[src/rtl/multicycle_ctrl_fsm_if.sv]
// rtl/multicycle_ctrl_fsm_if.sv - control bundle between instruction register, main FSM and datapath
//
// Purpose : groups the decode inputs (Op/Funct), the memory handshake (MemReady)
//           and every datapath control the main FSM drives.
// Modports: master - the control FSM (reads Op/Funct/MemReady, drives controls)
//           slave  - the datapath / instruction register side
// Params  : ALUOP_W - width of ALUOp
interface multicycle_ctrl_fsm_if #(
    parameter int ALUOP_W = 2
);
    logic [1:0]         Op;
    logic [5:0]         Funct;
    logic               MemReady;
    logic               IRWrite;
    logic               AdrSrc;
    logic [1:0]         ALUSrcA;
    logic [1:0]         ALUSrcB;
    logic [1:0]         ResultSrc;
    logic               NextPC;
    logic               RegW;
    logic               MemW;
    logic               Branch;
    logic [ALUOP_W-1:0] ALUOp;
    logic               LinkW;
    logic               Fault;
    logic [3:0]         StateDbg;

    modport master (
        input  Op, Funct, MemReady,
        output IRWrite, AdrSrc, ALUSrcA, ALUSrcB, ResultSrc, NextPC,
               RegW, MemW, Branch, ALUOp, LinkW, Fault, StateDbg
    );

    modport slave (
        output Op, Funct, MemReady,
        input  IRWrite, AdrSrc, ALUSrcA, ALUSrcB, ResultSrc, NextPC,
               RegW, MemW, Branch, ALUOp, LinkW, Fault, StateDbg
    );
endinterface

[src/rtl/multicycle_ctrl_fsm.sv]
// rtl/multicycle_ctrl_fsm.sv - main control FSM of the multicycle ARM-subset processor
//
// Purpose : sequences FETCH/DECODE/EXECUTE/MEMORY/WRITE-BACK phases, waits on
//           MemReady in memory phases with a timeout into a sticky FAULT state,
//           and skips write-back for flag-only data-processing ops.
// Ports   : clk   - rising-edge clock
//           reset - asynchronous active-low reset
//           bus   - multicycle_ctrl_fsm_if.master (Op, Funct, MemReady in;
//                   datapath controls, Fault, StateDbg out)
// Params  : ALUOP_W (>=1), MEM_TIMEOUT (>=1), TMO_W (2**TMO_W > MEM_TIMEOUT)
// Option  : `define MULTICYCLE_CTRL_BL_EN enables the BRLINK (branch-with-link) state.
module multicycle_ctrl_fsm #(
    parameter int ALUOP_W     = 2,
    parameter int MEM_TIMEOUT = 15,
    parameter int TMO_W       = 4
) (
    input  logic                   clk,
    input  logic                   reset,
    multicycle_ctrl_fsm_if.master  bus
);

    typedef enum logic [3:0] {
        FETCH    = 4'd0,
        DECODE   = 4'd1,
        MEMADR   = 4'd2,
        MEMREAD  = 4'd3,
        MEMWB    = 4'd4,
        MEMWRITE = 4'd5,
        EXECUTER = 4'd6,
        EXECUTEI = 4'd7,
        ALUWB    = 4'd8,
        BRANCH   = 4'd9,
        FAULT    = 4'd10,
        BRLINK   = 4'd11
    } state_e;

    state_e             state_q, state_d;
    logic [TMO_W-1:0]   wait_cnt_q, wait_cnt_d;
    logic               fault_q, fault_d;

    logic               in_wait;
    logic               timeout;
    logic [TMO_W-1:0]   wait_inc;
    logic               flag_only;
    logic [ALUOP_W-1:0] alu_op_exec;

    // TST/TEQ/CMP/CMN only update flags, so they bypass ALUWB.
    assign flag_only = (bus.Funct[4:3] == 2'b10);
    assign wait_inc  = wait_cnt_q + TMO_W'(1);
    assign timeout   = (wait_inc == TMO_W'(MEM_TIMEOUT));

    // Execute-phase ALUOp: bit 0 selects DP decode, bit 1 marks the flag-only
    // class when the field is wide enough; higher bits stay 0.
    always_comb begin
        alu_op_exec    = '0;
        alu_op_exec[0] = 1'b1;
        for (int i = 1; i < ALUOP_W; i++) begin
            alu_op_exec[i] = (i == 1) && flag_only;
        end
    end

    always_ff @(posedge clk or negedge reset) begin
        if (!reset) begin
            state_q    <= FETCH;
            wait_cnt_q <= '0;
            fault_q    <= 1'b0;
        end else begin
            state_q    <= state_d;
            wait_cnt_q <= wait_cnt_d;
            fault_q    <= fault_d;
        end
    end

    // Next state, wait counter and sticky fault.
    always_comb begin
        state_d = state_q;
        in_wait = 1'b0;
        case (state_q)
            FETCH: begin
                in_wait = 1'b1;
                if (bus.MemReady) state_d = DECODE;
            end
            DECODE: begin
                case (bus.Op)
                    2'b00:   state_d = bus.Funct[5] ? EXECUTEI : EXECUTER;
                    2'b01:   state_d = MEMADR;
                    2'b10:   state_d = BRANCH;
                    default: state_d = FAULT;
                endcase
            end
            EXECUTER,
            EXECUTEI: state_d = flag_only ? FETCH : ALUWB;
            MEMADR:   state_d = bus.Funct[0] ? MEMREAD : MEMWRITE;
            MEMREAD: begin
                in_wait = 1'b1;
                if (bus.MemReady) state_d = MEMWB;
            end
            MEMWRITE: begin
                in_wait = 1'b1;
                if (bus.MemReady) state_d = FETCH;
            end
            ALUWB:    state_d = FETCH;
            MEMWB:    state_d = FETCH;
`ifdef MULTICYCLE_CTRL_BL_EN
            BRANCH:   state_d = bus.Funct[4] ? BRLINK : FETCH;
            BRLINK:   state_d = FETCH;
`else
            BRANCH:   state_d = FETCH;
`endif
            FAULT:    state_d = FAULT;
            default:  state_d = FAULT;
        endcase

        // A completing access in the timeout cycle still wins.
        if (in_wait && !bus.MemReady && timeout) state_d = FAULT;

        if (state_d != state_q) begin
            wait_cnt_d = '0;
        end else if (in_wait && !bus.MemReady) begin
            wait_cnt_d = wait_inc;
        end else begin
            wait_cnt_d = '0;
        end

        fault_d = fault_q | (state_d == FAULT);
    end

    // Moore outputs; only IRWrite/NextPC in FETCH follow MemReady.
    always_comb begin
        bus.IRWrite   = 1'b0;
        bus.AdrSrc    = 1'b0;
        bus.ALUSrcA   = 2'b00;
        bus.ALUSrcB   = 2'b00;
        bus.ResultSrc = 2'b00;
        bus.NextPC    = 1'b0;
        bus.RegW      = 1'b0;
        bus.MemW      = 1'b0;
        bus.Branch    = 1'b0;
        bus.ALUOp     = '0;
        bus.LinkW     = 1'b0;
        case (state_q)
            FETCH: begin
                bus.IRWrite   = bus.MemReady;
                bus.NextPC    = bus.MemReady;
                bus.ALUSrcA   = 2'b01;
                bus.ALUSrcB   = 2'b10;
                bus.ResultSrc = 2'b10;
            end
            DECODE: begin
                bus.ALUSrcA   = 2'b01;
                bus.ALUSrcB   = 2'b10;
                bus.ResultSrc = 2'b10;
            end
            EXECUTER: bus.ALUOp = alu_op_exec;
            EXECUTEI: begin
                bus.ALUSrcB = 2'b01;
                bus.ALUOp   = alu_op_exec;
            end
            ALUWB:    bus.RegW = 1'b1;
            MEMADR:   bus.ALUSrcB = 2'b01;
            MEMREAD:  bus.AdrSrc = 1'b1;
            MEMWRITE: begin
                bus.AdrSrc = 1'b1;
                bus.MemW   = 1'b1;
            end
            MEMWB: begin
                bus.RegW      = 1'b1;
                bus.ResultSrc = 2'b01;
            end
            BRANCH: begin
                bus.Branch    = 1'b1;
                bus.ALUSrcB   = 2'b01;
                bus.ResultSrc = 2'b10;
            end
`ifdef MULTICYCLE_CTRL_BL_EN
            BRLINK: begin
                bus.LinkW     = 1'b1;
                bus.RegW      = 1'b1;
                bus.ResultSrc = 2'b10;
                bus.ALUSrcA   = 2'b01;
                bus.ALUSrcB   = 2'b10;
            end
`endif
            default: ;
        endcase
    end

    assign bus.Fault    = fault_q;
    assign bus.StateDbg = state_q;

endmodule

[src/flat_wrapper.sv]
// flat-port wrapper written by rule: the top's interface ports become plain ports
module multicycle_ctrl_fsm_flat 
#(
    parameter int ALUOP_W     = 2,
    parameter int MEM_TIMEOUT = 15,
    parameter int TMO_W       = 4
)
  (clk, reset, bus_Op, bus_Funct, bus_MemReady, bus_IRWrite, bus_AdrSrc, bus_ALUSrcA, bus_ALUSrcB, bus_ResultSrc, bus_NextPC, bus_RegW, bus_MemW, bus_Branch, bus_ALUOp, bus_LinkW, bus_Fault, bus_StateDbg);
  multicycle_ctrl_fsm_if #(.ALUOP_W(ALUOP_W)) bus_i ();
  input  logic clk;
  input  logic reset;
  input wire logic [$bits(bus_i.Op)-1:0] bus_Op;
  input wire logic [$bits(bus_i.Funct)-1:0] bus_Funct;
  input wire logic [$bits(bus_i.MemReady)-1:0] bus_MemReady;
  output wire logic [$bits(bus_i.IRWrite)-1:0] bus_IRWrite;
  output wire logic [$bits(bus_i.AdrSrc)-1:0] bus_AdrSrc;
  output wire logic [$bits(bus_i.ALUSrcA)-1:0] bus_ALUSrcA;
  output wire logic [$bits(bus_i.ALUSrcB)-1:0] bus_ALUSrcB;
  output wire logic [$bits(bus_i.ResultSrc)-1:0] bus_ResultSrc;
  output wire logic [$bits(bus_i.NextPC)-1:0] bus_NextPC;
  output wire logic [$bits(bus_i.RegW)-1:0] bus_RegW;
  output wire logic [$bits(bus_i.MemW)-1:0] bus_MemW;
  output wire logic [$bits(bus_i.Branch)-1:0] bus_Branch;
  output wire logic [$bits(bus_i.ALUOp)-1:0] bus_ALUOp;
  output wire logic [$bits(bus_i.LinkW)-1:0] bus_LinkW;
  output wire logic [$bits(bus_i.Fault)-1:0] bus_Fault;
  output wire logic [$bits(bus_i.StateDbg)-1:0] bus_StateDbg;
  assign bus_i.Op = bus_Op;
  assign bus_i.Funct = bus_Funct;
  assign bus_i.MemReady = bus_MemReady;
  assign bus_IRWrite = bus_i.IRWrite;
  assign bus_AdrSrc = bus_i.AdrSrc;
  assign bus_ALUSrcA = bus_i.ALUSrcA;
  assign bus_ALUSrcB = bus_i.ALUSrcB;
  assign bus_ResultSrc = bus_i.ResultSrc;
  assign bus_NextPC = bus_i.NextPC;
  assign bus_RegW = bus_i.RegW;
  assign bus_MemW = bus_i.MemW;
  assign bus_Branch = bus_i.Branch;
  assign bus_ALUOp = bus_i.ALUOp;
  assign bus_LinkW = bus_i.LinkW;
  assign bus_Fault = bus_i.Fault;
  assign bus_StateDbg = bus_i.StateDbg;
  multicycle_ctrl_fsm #(.ALUOP_W(ALUOP_W), .MEM_TIMEOUT(MEM_TIMEOUT), .TMO_W(TMO_W)) u_core (.clk(clk), .reset(reset), .bus(bus_i));
endmodule
[config.mk]
export PLATFORM = sky130hd
export DESIGN_NAME = multicycle_ctrl_fsm_flat
export DESIGN_NICKNAME = d
export VERILOG_FILES = /design/src/rtl/multicycle_ctrl_fsm_if.sv /design/src/rtl/multicycle_ctrl_fsm.sv /design/src/flat_wrapper.sv
export SDC_FILE = /design/constraint.sdc
export NUM_CORES = 1
export LEC_CHECK = 0
export CELL_PAD_IN_SITES_DETAIL_PLACEMENT = 0
export CELL_PAD_IN_SITES_GLOBAL_PLACEMENT = 1
export CORE_MARGIN = 5
export CORE_UTILIZATION = 27
export DETAILED_ROUTE_END_ITERATION = 8
export GPL_ROUTABILITY_DRIVEN = 0
export PLACE_DENSITY_LB_ADDON = 0.1
export SETUP_SLACK_MARGIN = 0.5
export SLEW_MARGIN = 5
export SYNTH_ARGS = -nofsm -noshare
export SYNTH_HDL_FRONTEND = slang
export SYNTH_SLANG_ARGS = --single-unit
[constraint.sdc]
create_clock -name clk -period 1.5 [get_ports clk]
set_input_delay 0.3 -clock clk [delete_from_list [all_inputs] [get_ports clk]]
set_output_delay 0.3 -clock clk [all_outputs]
set_load 0.05 [all_outputs]
==> summary.txt, run 1 <==
Run status
  – Status: finished with violations
  – Failing checks: negative setup slack

Power
  – Pwr dens: 2357 mW/mm2
  – Static leakage: 0.8579 nW
  – Max IR drop VDD: 2.373 mV

Placement
  – PortBufs: 26
  – Placement Setup Slack: -0.2739 ns
  – DP Wirelength: 1809 um
  – Placement Cell Area: 0.001501 mm2

Critical path
  – CP max FO: 2
  – CP Capture Type: output port
  – CP Data Required Time: approximately 1.2 ns
  – Worst Path Arrival: 1.54 ns
  – Worst setup SP type: register
  – R2R cell count: 7
  – Critical path class: reg2out

Die
  – I/O pins: 31
  – Chip width: roughly 64 um
  – Full die area: about 0.0040 mm2
  – Die height: about 64 um
  – Rows: 19
  – Core area: approximately 0.0028 mm2
  – Initial Util: 0.2804

Global route
  – Initial antenna violation count: 0
  – Number of global-route vias before repair: about 920
  – Largest net degree at the start of global routing: 15
  – Grt ovf: 0
  – GRT Resource Usage Total: 0.1284
  – Global-route wire length before repair: 4284 um

Clock network
  – Hold buffers post-CTS: 0
  – Clock edge transition at the registers on the reported setup and hold paths: ~0.060 ns
  – Clk Latency, worst-skew pair: 0.26 ns
  – CTS root buffer: clkbuf_4
  – CTS Sinks: 9
  – Maximum root-to-sink buffer count: 2
  – CTS tree: done
  – H-tree lvl count: 1
  – CTS Buf Count: 3

Synth
  – Number of enable flip-flop cells after synthesis: 0
  – FFs w/ async S/R, synth: 1.000
  – Post-synthesis cell count: 94
  – Ys flop type: dfrtp_1
  – Syn avg cell area: 8.226 um2
  – Post-Syn Area: 773.2 um2
  – Post-Synth Adder-Cell Area: 0.03236
  – Yosys reg bits: 9
  – Post-synth cell types: 40
  – YS warnings: 0
  – Mux share of post-synthesis cell area: 0
  – Simple-gate area share of the yosys netlist: 0.3544
  – Compound-Gate Fraction of Synth Area: 0.1731
  – Synth Area in XOR/XNOR: 0.04369
  – Seq/Total Area, Yosys: 0.2913
  – Main combinational cell family by area after synthesis: simple AND/OR/NAND/NOR gates

Final layout
  – Layout cell share with drive strength beyond 1: 0.6587
  – Final Cell Area: 0.001999 mm2
  – Fillers: 195
  – Fin nets: 181
  – Layout area overhead: 158.6%
  – Commonest non-fill, non-tap cells in the layout: buf_6 (25), buf_12 (20), buf_4 (20)
  – Diodes inserted: 0
  – Most common cell after layout, fill and taps aside: buf_6
  – Area of the multi-input gates: 699.4 um2
  – Fin util: 0.7250
  – Sequential cell area: 230.2 um2

Route
  – Routed vias: 949
  – Routed WL: 2929 um
  – Iteration-0 DRC Markers: 20
  – Vias per cell: 4.793
  – Drt pass-1 iters: 4
  – Antenna violation net count after detailed routing: 0
  – DRC viols: 0
  – WL per Instance: 14.79 um

STA
  – Fin Hold WS: approximately 0.35 ns
  – PnR worst setup slack: -0.3388 ns
  – Final setup vio count: 23
  – RSZ-0062 raised after global routing: yes
  – Period utilization: 1.226
  – Fmax: 0.5438 GHz
  – Tmin final: 1.839 ns
  – Fin Clk Skew: between 0.005 and 0.006 ns
  – Fin. max-slew vios: 0
  – Hold Fails Final Rpt: 0

Worst hold path
  – Hold crit path type: in2async

Flow run
  – Max Cap Viol: 0
[area by class of cell]
type / instances / area share
Multi-Input combinational cell: 71 / 0.3498
Sequential cell: 9 / 0.1151
Timing Repair Buffer: 76 / 0.4837
Tap cell: 31 / 0.01940
Inverter: 7 / 0.01877
Clock buffer: 4 / 0.01314
[metal layers]
metal  part of all wire  wire [um]  GRT usage
met4             0.0048         14    0.02338
met2               0.53       1558     0.2145
met3              0.031         92    0.03552
met5                  0          0          0
met1               0.43       1263     0.1651
[state kept, by name, summed over array words and instances (netlist names)]
register / count
u_core.wait_cnt_q: 4
u_core.bus.StateDbg: 4
u_core.bus.Fault: 1
[what timing repair did]
action | 4_1_cts | 5_1_grt
setup buffers | 14 | 12
pin swaps | 13 | 7
resized for setup | 30 | 28
cloned | 0 | 1
endpoints found under the setup margin | 27 | 27
endpoints found under the hold margin | 0 | 0
[cell usage after synthesis (all sizes together) (2+ instances only)]
library cell | instances | area share
nor3 | 10 | 0.091
o21ai | 2 | 0.013
nand2b | 5 | 0.040
dfrtp | 9 | 0.29
nand3 | 2 | 0.013
clkbuf | 2 | 0.0097
nand3b | 3 | 0.029
inv | 7 | 0.034
xor2 | 2 | 0.032
a211oi | 3 | 0.029
a21oi | 4 | 0.026
a21bo | 2 | 0.026
ha | 2 | 0.032
buf | 6 | 0.057
nor2 | 9 | 0.044
nand2 | 6 | 0.029
nor2b | 2 | 0.016
[kinds of logic after synthesis]
| group | Yosys count |
|---|---|
| compound gates | 19 |
| xor+xnor | 3 |
| fa+ha+maj | 2 |
| buf+inv | 15 |
| flops | 9 |
| other cells | 1 |
| simple gates | 45 |
[worst paths after layout]
kind / start / to / slack (ns)
worst max-delay path: u_core.bus.StateDbg[2]$_DFF_PN0_ / bus_IRWrite / -0.34
worst min-delay path: reset / u_core.bus.Fault$_DFF_PN0_ / 0.35
worst max register to register: u_core.bus.StateDbg[2]$_DFF_PN0_ / u_core.bus.Fault$_DFF_PN0_ / -0.28
worst min register to register: u_core.bus.Fault$_DFF_PN0_ / u_core.bus.Fault$_DFF_PN0_ / 0.57
max in group asynchronous: reset / u_core.bus.StateDbg[3]$_DFF_PN0_ / 0.83
min in group clk: u_core.bus.Fault$_DFF_PN0_ / u_core.bus.Fault$_DFF_PN0_ / 0.57
[power breakdown]
part | internal, mW | switching [mW]
logic | 2.21 | 1.91
registers | 0.319 | 0.0875
clock network | 0.102 | 0.0806
total | 2.63 | 2.08
[critical path, cell delays in order, from the launching register on]
cell	delay (ns)
dfrtp_2	0.41
or4_4	0.56
nor2_4	0.16
buf_12	0.15
[stage by stage]
stage | setup TNS [ns] | std cells | power [mW]
2_1_floorplan | -3.102 | 95 | 2.093
3_3_place_gp | -1.415 | 167 | 3.350
3_5_place_dp | -1.507 | 167 | 3.370
4_1_cts | -4.553 | 185 | 4.107
5_1_grt | -6.584 | 198 | 4.945
6_report | -5.093 | 198 | 4.712
Note: power is estimated with default switching activity, not from simulation.
==> run 2, diff against run 1 <==
SLEW_MARGIN = unset   (was 5)
==> results of run 2 <==
Final layout, timing and power as in run 1 (identical DEF).
==> run 3, diff against run 2 <==
HOLD_SLACK_MARGIN = 0.12   (was unset)
==> results of run 3 <==
Final layout, timing and power as in run 1 (identical DEF).
